--- src/rtl/dm_responder.sv ---
`default_nettype none
// ============================================================================
// Module   : dm_responder
// Desc     : CPU data-memory responder. Latches one request, inserts
//            WAIT_CYCLES wait states, issues one SRAM access, pulses ready.
// Revision : 1.0 - initial release
// ============================================================================
module dm_responder #(
    parameter int WAIT_CYCLES = 2,
    parameter int ADDR_W      = 16
) (
    input  logic              clk,
    input  logic              rst,
    input  logic              req_c_en,
    input  logic              req_r_en,
    input  logic [31:0]       req_w_en,
    input  logic [ADDR_W-1:0] req_addr,
    input  logic [31:0]       req_w_data,
    output logic [31:0]       rsp_rd_data,
    output logic              rsp_ready,
    output logic              sram_ceb,
    output logic              sram_web,
    output logic [31:0]       sram_bweb,
    output logic [ADDR_W-3:0] sram_a,
    output logic [31:0]       sram_di,
    input  logic [31:0]       sram_do
);

    localparam logic [3:0] c_wait_init = 4'(WAIT_CYCLES);

    if (WAIT_CYCLES < 0 || WAIT_CYCLES > 15) begin : g_wait_range_err
        $error("dm_responder: WAIT_CYCLES must be within 0..15");
    end

    typedef enum logic [2:0] {
        S_IDLE   = 3'd0,
        S_WAIT   = 3'd1,
        S_ACCESS = 3'd2,
        S_RESP   = 3'd3,
        S_DONE   = 3'd4
    } state_t;

    state_t            r_state;
    state_t            w_state_nxt;
    logic [3:0]        r_cnt;
    logic [3:0]        w_cnt_nxt;
    logic              w_accept;

    logic              r_lat_r_en;
    logic [31:0]       r_lat_w_en;
    logic [ADDR_W-3:0] r_lat_addr;
    logic [31:0]       r_lat_w_data;

    logic              w_lat_r_en_nxt;
    logic [31:0]       w_lat_w_en_nxt;
    logic [ADDR_W-3:0] w_lat_addr_nxt;
    logic [31:0]       w_lat_w_data_nxt;
    logic              w_go_access;
    logic              w_unused_addr_lsb;

    logic [31:0]       r_rsp_rd_data;
    logic              r_rsp_ready;
    logic              r_sram_ceb;
    logic              r_sram_web;
    logic [31:0]       r_sram_bweb;
    logic [ADDR_W-3:0] r_sram_a;
    logic [31:0]       r_sram_di;

    // Byte offset is meaningless to a word-wide SRAM.
    assign w_unused_addr_lsb = |req_addr[1:0];

    always_comb begin
        w_state_nxt = r_state;
        w_cnt_nxt   = r_cnt;
        w_accept    = 1'b0;
        unique case (r_state)
            S_IDLE: begin
                if (!req_c_en) begin
                    w_accept = 1'b1;
                    if (c_wait_init == 4'd0) begin
                        w_state_nxt = S_ACCESS;
                    end else begin
                        w_state_nxt = S_WAIT;
                        w_cnt_nxt   = c_wait_init;
                    end
                end
            end
            S_WAIT: begin
                w_cnt_nxt = r_cnt - 4'd1;
                if (r_cnt == 4'd1) begin
                    w_state_nxt = S_ACCESS;
                end
            end
            S_ACCESS: w_state_nxt = S_RESP;
            S_RESP:   w_state_nxt = S_DONE;
            S_DONE:   w_state_nxt = S_IDLE;
            default:  w_state_nxt = S_IDLE;
        endcase
    end

    // Next-value view of the latches so a zero-wait access can use the request directly.
    assign w_lat_r_en_nxt   = w_accept ? req_r_en                 : r_lat_r_en;
    assign w_lat_w_en_nxt   = w_accept ? req_w_en                 : r_lat_w_en;
    assign w_lat_addr_nxt   = w_accept ? req_addr[ADDR_W-1:2]     : r_lat_addr;
    assign w_lat_w_data_nxt = w_accept ? req_w_data               : r_lat_w_data;
    assign w_go_access      = (w_state_nxt == S_ACCESS);

    always_ff @(posedge clk or negedge rst) begin
        if (!rst) begin
            r_state       <= S_IDLE;
            r_cnt         <= 4'd0;
            r_lat_r_en    <= 1'b0;
            r_lat_w_en    <= '0;
            r_lat_addr    <= '0;
            r_lat_w_data  <= '0;
            r_rsp_rd_data <= '0;
            r_rsp_ready   <= 1'b0;
            r_sram_ceb    <= 1'b1;
            r_sram_web    <= 1'b1;
            r_sram_bweb   <= '1;
            r_sram_a      <= '0;
            r_sram_di     <= '0;
        end else begin
            r_state      <= w_state_nxt;
            r_cnt        <= w_cnt_nxt;
            r_lat_r_en   <= w_lat_r_en_nxt;
            r_lat_w_en   <= w_lat_w_en_nxt;
            r_lat_addr   <= w_lat_addr_nxt;
            r_lat_w_data <= w_lat_w_data_nxt;

            r_sram_ceb  <= ~w_go_access;
            r_sram_web  <= w_go_access ? w_lat_r_en_nxt : 1'b1;
            r_sram_bweb <= (w_go_access && !w_lat_r_en_nxt) ? w_lat_w_en_nxt : '1;
            r_sram_a    <= w_go_access ? w_lat_addr_nxt : '0;
            r_sram_di   <= w_go_access ? w_lat_w_data_nxt : '0;

            r_rsp_ready <= (w_state_nxt == S_DONE);
            // SRAM read data is valid during RESP, one cycle after the access edge.
            if (r_state == S_RESP && r_lat_r_en) begin
                r_rsp_rd_data <= sram_do;
            end
        end
    end

    assign rsp_rd_data = r_rsp_rd_data;
    assign rsp_ready   = r_rsp_ready;
    assign sram_ceb    = r_sram_ceb;
    assign sram_web    = r_sram_web;
    assign sram_bweb   = r_sram_bweb;
    assign sram_a      = r_sram_a;
    assign sram_di     = r_sram_di;

endmodule
`default_nettype wire

--- config.mk ---
export PLATFORM = sky130hd
export DESIGN_NAME = dm_responder
export DESIGN_NICKNAME = d
export VERILOG_FILES = /design/src/rtl/dm_responder.sv
export SDC_FILE = /design/constraint.sdc
export NUM_CORES = 1
export LEC_CHECK = 0
export CORE_ASPECT_RATIO = 1.25
export CORE_UTILIZATION = 47
export DETAILED_ROUTE_END_ITERATION = 6
export GPL_ROUTABILITY_DRIVEN = 0
export MAX_ROUTING_LAYER = met4
export PLACE_DENSITY = 0.8
export SYNTH_ARGS = -nofsm -noshare
export SYNTH_HDL_FRONTEND = slang
export SYNTH_SLANG_ARGS = --single-unit
export TNS_END_PERCENT = 100
--- constraint.sdc ---
create_clock -name clk -period 2.1 [get_ports clk]
set_input_delay 0.42 -clock clk [delete_from_list [all_inputs] [get_ports clk]]
set_output_delay 0.42 -clock clk [all_outputs]
set_load 0.005 [all_outputs]
Word level (Yosys, flattened, before mapping)
Index checks and enable logic that the tools add are counted.
{ "classes": {"add_sub_neg": 1, "bitwise_logic": 1, "muxes": 15, "n_eq_ne": 7, "reduce_logical": 6} }
{ "ops": {"columns": ["cell", "n"], "rows": [
  ["2-to-1 mux 32 bit", 4],
  ["2-to-1 mux 14 bit", 2],
  ["case mux 3 bit (4 select lines)", 1],
  ["== test 3 x 2 -> 1 bit, second input constant", 3],
  ["case mux 4 bit (2 select lines)", 1],
  ["2-to-1 mux 3 bit", 2],
  ["== test 4 x 1 -> 1 bit, second input constant", 1],
  ["2-to-1 mux 1 bit", 4],
  ["2-to-1 mux 4 bit", 1],
  ["subtractor 4 x 1 -> 4 bit, second input constant", 1],
  ["== test 3 x 1 -> 1 bit, second input constant", 1],
  ["== test 3 bit, second input constant", 1],
  ["zero test 3 bit", 1],
  ["logical AND 1 bit", 2],
  ["inequality test 2 bit, second input constant", 1],
  ["AND reduction 2 bit", 1],
  ["nonzero test 2 bit", 1],
  ["zero test 1 bit", 1],
  ["inverter 1 bit", 1]
]} }
{ "totals": {"ff_bits": 199, "in_bits": 116} }

Logic depth before layout (Yosys ltp)
{ "logic_depth": {"word_depth": 6, "mapped_depth": 7} }

Worst setup path before layout
No wires, ideal clock.
{ "synth_path": {"path_type": "flip-flop to flip-flop", "from": "reg r_state[2]", "to": "reg r_lat_w_en[10]", "path_slack_ns": 0.280, "t_arrival_ns": 1.696, "required_time_ns": 1.975, "path_stages_with_launch": 6, "path_cell_list": "dfrtp_1 buf_6 nor4_4 buf_6 buf_8 mux2_2"} }
{ "synth_between": {"elab_chain_len": 3} }
{ "synth_lines": {"columns": ["item", "line_no", "rtl"], "rows": [
  ["start: declaration", "43", "state_t r_state;"],
  ["start signal: assignment", "124", "r_state <= w_state_nxt;"],
  ["zero test 3 bit", "76", "unique case (r_state)"],
  ["2-to-1 mux 1 bit", "76", null],
  ["2-to-1 mux 32 bit", "103", "assign w_lat_w_en_nxt = w_accept ? req_w_en : r_lat_w_en;"],
  ["via w_lat_w_en_nxt[10]", "55", "logic [31:0] w_lat_w_en_nxt;"],
  ["end signal: assignment", "127", "r_lat_w_en <= w_lat_w_en_nxt;"],
  ["end: declaration", "50", "logic [31:0] r_lat_w_en;"]
]} }
The timed path passes the listed nets, and every way through them passes these cells.
A chain may end at the register's enable or synchronous reset.

Final worst setup path
{ "layout_path": {"from": "reg r_sram_bweb[17] (netlist: sram_bweb[17])", "to": "out sram_bweb[17]"} }
{ "layout_lines": {"columns": ["item", "line_no", "rtl"], "rows": [
  ["start: declaration", "65", "logic [31:0] r_sram_bweb;"],
  ["start signal: assignment", "133", "r_sram_bweb <= (w_go_access && !w_lat_r_en_nxt) ? w_lat_w_en_nxt : '1;"],
  ["end: declaration", "23", "output logic [31:0] sram_bweb,"]
]} }
No word-level cell between the ends.

==> results.json <==
{
  "worst_ep_required_time_ns": 1.68,
  "clkSinkCount": 199,
  "crit_family": "flip-flops",
  "wl_mm": 15.9,
  "initial_utilization_pct": 48.1,
  "die-width_um": 115,
  "timing.setup.tns_ns": 0,
  "overflow": 0,
  "p_leak_uw": 0.00466,
  "ys_types": 33,
  "slowest_stage": "dfstp_2",
  "worstPathArrival_ns": 1.46,
  "clkTransAtPathRegs_ns": 0.06,
  "clockRootBuffer": "clkbuf_16",
  "finalNonFillerCells": 946,
  "die_h_um": 143,
  "clk-insertion-delay-late_ns": 0.42,
  "critPathKind": "register to output pin",
  "dpl_cell_area_um2": 10100,
  "cts_hold_buffers": 1,
  "post_cts_resized": 0,
  "antenna_found_initial": 0,
  "grt_pass1_vias": 4841,
  "hp-class": "primary input to async pin",
  "slew_violations": 0,
  "core_um2": 15600,
  "ys_ff_latch": 199,
  "yosysTopAreaCellShare_pct": 54.9,
  "cellPowerDensity_nw_per_um2": 1310,
  "grt_max_degree": 58,
  "detail-route-antenna-nets": 0,
  "crit_path_max_fanout": 1,
  "die_area_um2": 16500,
  "finalHoldViolCount": 0,
  "startpoint_type": "register",
  "synthCells": 489,
  "area_growth_pct": 42.4,
  "final_nets": 839,
  "maxCapViolCount": 0,
  "cts_tree": "built",
  "cts_buffers": 17,
  "wl_per_cell_um": 16.8,
  "vias_per_cell": 4.94,
  "postSynthAreaPerCell_um2": 15.4,
  "drive_above_1_share_pct": 26.8,
  "yosys_warnings": 0,
  "dr.pass1.iters": 4,
  "synth_area_leaders": "dfrtp_1 (55%), dfstp_2 (12%), mux2_2 (9.9%)",
  "fmax_ghz": 0.532,
  "setup_violations": 0,
  "clock_skew_ns": 0.00867,
  "end_kind": "output pin",
  "irDropWorstVdd_mv": 0.937,
  "finalCriticalPeriod_ns": 1.88,
  "drt-initial-drc-count": 206,
  "diodes": 0,
  "max_slew_margin_pct": 71.4,
  "place_inst": 913,
  "outcome": "complete, no violations",
  "num_rows": 51,
  "clockBufferDepth": 2,
  "period_share_pct": 89.6,
  "syn-num-nets": 607,
  "hpwl_mm": 11.1,
  "final_core_util_pct": 68.5,
  "portBuffers": 226,
  "slowest_delay_ns": 0.52,
  "rsz0062_at_grt": "no",
  "post_cts_buffers": 0,
  "yosysTopAreaCell": "dfrtp_1",
  "seq_area_frac_synth_pct": 66.8,
  "ioPinCount": 229,
  "htree_levels": 4,
  "track_usage_pct": 20.8,
  "vias": 4670,
  "final_area_um2": 10700,
  "worst_slew_pin_slew_ns": 0.426,
  "crit_buf_inv": 1,
  "netlist_area_um2": 7520,
  "crit_chain": "clkdlybuf4s50_1",
  "grt_pass1_wl_mm": 25.2,
  "drc_errors": 0
}
## placed cells by master (no fill, tap or decap), types with 5 or more instances in the layout
cell type / instances
and2b_1: 24
buf_12: 10
buf_4: 8
clkbuf_16: 17
clkdlybuf4s50_1: 225
dfrtp_1: 165
dfstp_2: 34
inv_1: 7
mux2_2: 66
mux2_4: 43
nand2_1: 5
nand4_1: 32
nor2_1: 32
nor2b_1: 22
## cell families (layout without fill, tap and decap cells)
| logic type | after synthesis | after routing | synth area share, % |
|---|---|---|---|
| AND/OR/NAND/NOR | 129 | 129 | 10.3 |
| adder cells (fa/ha/maj) | 2 | 2 | 0.333 |
| buffers and inverters | 39 | 284 | 3.14 |
| multiplexers | 112 | 112 | 18.9 |
| flip-flops | 199 | 199 | 66.8 |
| AO/OA/AOI/OAI | 8 | 8 | 0.632 |
## synth_stat cells (all sizes together)
| cell type | number |
|---|---|
| o21ai | 1 |
| o21a | 1 |
| nor3b | 1 |
| nand2b | 2 |
| nor4b | 1 |
| nor4 | 1 |
| nor2 | 33 |
| a21oi | 3 |
| nand3 | 2 |
| and2b | 24 |
| nand4 | 32 |
| nor2b | 22 |
| nor3 | 2 |
| dfrtp | 165 |
| nand2 | 5 |
| a21boi | 1 |
| buf | 15 |
| nand3b | 1 |
| mux2i | 2 |
| or3 | 1 |
| mux2 | 110 |
| o22ai | 2 |
| ha | 2 |
| clkbuf | 17 |
| inv | 7 |
| and3b | 2 |
| dfstp | 34 |
## sequential cells by signal (all words and copies together) (netlist names)
register      count
rsp_ready         1
r_state           3
sram_di          32
sram_ceb          1
sram_a           14
r_lat_addr       14
r_cnt             4
r_lat_w_en       32
r_lat_w_data     32
sram_bweb        32
r_lat_r_en        1
rsp_rd_data      32
sram_web          1
## per-stage QoR
step / hold WS [ns] / total power, uW / worst slack (ns)
2_1_floorplan: 0.124 / 8790 / 0.280
3_3_place_gp: 0.348 / 10600 / 0.0206
3_5_place_dp: 0.354 / 10900 / 0.0149
4_1_cts: 0.458 / 14200 / 0.191
5_1_grt: 0.485 / 14800 / 0.164
6_report: 0.473 / 14000 / 0.219
## final timing paths
check                                from             end  slack (ns)  cells past startpoint
max in group asynchronous             rst   sram_bweb[30]        1.00                      3
hold / removal                        rst  r_lat_w_en[10]        0.47                      2
setup / recovery            sram_bweb[17]   sram_bweb[17]        0.22                      1
setup reg to reg               r_state[2]  r_lat_w_en[22]        0.26                      3
min in group clk           r_lat_w_en[17]   sram_bweb[17]        0.49                      2
hold reg to reg            r_lat_w_en[17]   sram_bweb[17]        0.49                      2
## where the power goes
part	total (uW)	internal (uW)	leakage (uW)	switching, uW
clock	3170	1830	0.000281	1340
sequential	5860	5240	0.00240	617
combinational	5000	3050	0.00198	1950
## metal layers
| layer | vias to the layer above | part of all wire (%) | track usage, % |
|---|---|---|---|
| met1 | 2362 | 39 | 23.7 |
| met4 | 0 | 2.0 | 7.79 |
| met5 | - | 0 | - |
| li1 | 2120 | - | - |
| met3 | 23 | 6.5 | 6.50 |
| met2 | 165 | 52 | 34.5 |
## final cells by class
type	instances	area [um2]
Clock buffer	22	464
Inverter	7	26.3
Fill cell	1083	4920
Clock inverter	10	120
Multi-Input combinational cell	251	2280
Sequential cell	199	5020
Tap cell	212	265
Timing Repair Buffer	245	2540
No activity file was read; power rests on OpenSTA's default activity.
==> edit: new RTL, config.mk and constraints unchanged <==
`ADDR_W`: 16 -> 15.
--- a/src/rtl/dm_responder.sv
+++ b/src/rtl/dm_responder.sv
@@ -8,5 +8,5 @@
 module dm_responder #(
     parameter int WAIT_CYCLES = 2,
-    parameter int ADDR_W      = 16
+    parameter int ADDR_W      = 15
 ) (
     input  logic              clk,
Ports: changed (resized req_addr and sram_a); port bits go from 229 to 227. No check against the original RTL was run, so the function may have changed too.
==> edit against the unedited design <==
  * Routed wire length grew 2.0%
  * Design area decreased by 1.1%
  * Total power shrank 0.40%
  * Sequential cell count is 2 lower
  * Area after synthesis shrank 1.6%
  * Cell count fell by 0.85%
  * Setup slack about the same
  * Hold slack worse by 0.017 ns
  * Largest cell class unchanged
==> edit: results (changes against the unedited design) <==
IR Drop Worst-Case VDD 0.6907 mV (-26%); switching share of total power 0.2797 (+0.0008288); net count of the finished layout 835 (-0.48%); max-slew headroom at the worst pin 0.6924 (-0.02117); maximum number of pins on one net before global-route repair 61 (+5.2%); routed vias/inst 4.938 (about the same); leak pwr 4.525 nW (-3.0%); input/output buffers 224 (-0.88%); post-placement cell count 906 (-0.77%); cell types with the largest area share after synthesis dfrtp_1, dfstp_2, mux2_2; average size of a mapped cell 15.26 um2 (-0.84%); Clk pin slew, worst setup/hold paths 0.07 ns; routed wirelength normalized by instance count 17.26 um (+2.9%); flip-flop cell with the highest count after synthesis dfrtp_1; worst-path maximum fanout 1 (unchanged); filler instances 1047 (-3.3%); global-route wire length before repair 26140 um (+3.9%); DRT Wirelength 16190 um (+2.0%); DP HPWL 11540 um (+4.2%); number of global-route vias before repair 5134 (+6.1%); ratio of cells with drive above 1 in the final layout 0.2726 (+0.004210); length of the first detailed-routing pass in iterations 4 (unchanged); run status completed; number of DRC markers after the initial detailed-route iteration 178 (-14%); Cell variety after synth 30 (-9.1%)
## edit: cell count changes after synthesis, moves of 2 or more
cell	delta
buf_8	-3
and3b_2	-2
nor2b_1	+23
and2b_1	-24
and3b_1	+2
dfrtp_1	-2
## edit: logic make-up after synthesis
| logic type | share of synthesized area |
|---|---|
| compound gates | 0.006425 |
| fa+ha+maj | 0.003381 |
| buf+inv | 0.02908 |
| flops | 0.6720 |
| mux | 0.1904 |
| simple gates | 0.09875 |
## edit: final cells by class
cell class / instances / area share
clock buffer: 18 / 0.04145
clock inverter: 13 / 0.01252
inverter: 7 / 0.002480
multi-input combinational: 249 / 0.2101
sequential: 197 / 0.4693
tap: 208 / 0.02456
timing repair buffer: 246 / 0.2396
## edit: metal layers
metal / global-route usage / wire [um] / vias up
li1: - / - / 2109
met4: 0.08134 / 404 / 0
met3: 0.05494 / 844 / 29
met1: 0.2423 / 6216 / 2339
met2: 0.3834 / 8724 / 155
met5: - / 0 / -
## edit: worst reg2reg max path, cell delays in order, from the launching register on
cell and delay [ns]:
dfrtp_1 0.49, nor4_4 0.36, buf_4 0.23, buf_12 0.16
mux2_4 0.31, nor2b_1 0.15
## edit: stage by stage
step           utilization  worst slack (ns)  hold WS, ns  power, W  cell area [um2]
2_1_floorplan            -            0.3021       0.1244  0.008716             7400
3_3_place_gp        0.6587           0.01630       0.3396   0.01064            10010
3_5_place_dp        0.6587         0.0008435       0.3429   0.01093            10010
4_1_cts             0.6970            0.1846       0.4422   0.01412            10600
5_1_grt             0.6970            0.1479       0.4794   0.01477            10600
6_report            0.6970            0.2191       0.4557   0.01398            10600
## edit: final timing paths
kind / from / endpoint / slack (ns) / cells after the start
max reg2reg: r_state[2]$_DFF_PN0_ / sram_di[1]$_DFF_PN0_ / 0.29 / 5
max in group asynchronous: rst / sram_bweb[30]$_DFF_PN1_ / 0.93 / 3
min: rst / r_lat_w_en[21]$_DFF_PN0_ / 0.46 / 2
max: sram_bweb[29]$_DFF_PN1_ / sram_bweb[29] / 0.22 / 1
min reg2reg: r_lat_w_en[19]$_DFF_PN0_ / sram_bweb[19]$_DFF_PN1_ / 0.49 / 2
min in group clk: r_lat_w_en[19]$_DFF_PN0_ / sram_bweb[19]$_DFF_PN1_ / 0.49 / 2
## edit: power by group through the flow
stage / combinational, W / sequential [W] / clock (W)
after floorplan: 0.00297 / 0.00574 / 0
after global placement: 0.00488 / 0.00577 / 0
after detailed placement: 0.00506 / 0.00587 / 0
after CTS: 0.00510 / 0.00581 / 0.00321
after global routing: 0.00546 / 0.00595 / 0.00336
final: 0.00504 / 0.00580 / 0.00313
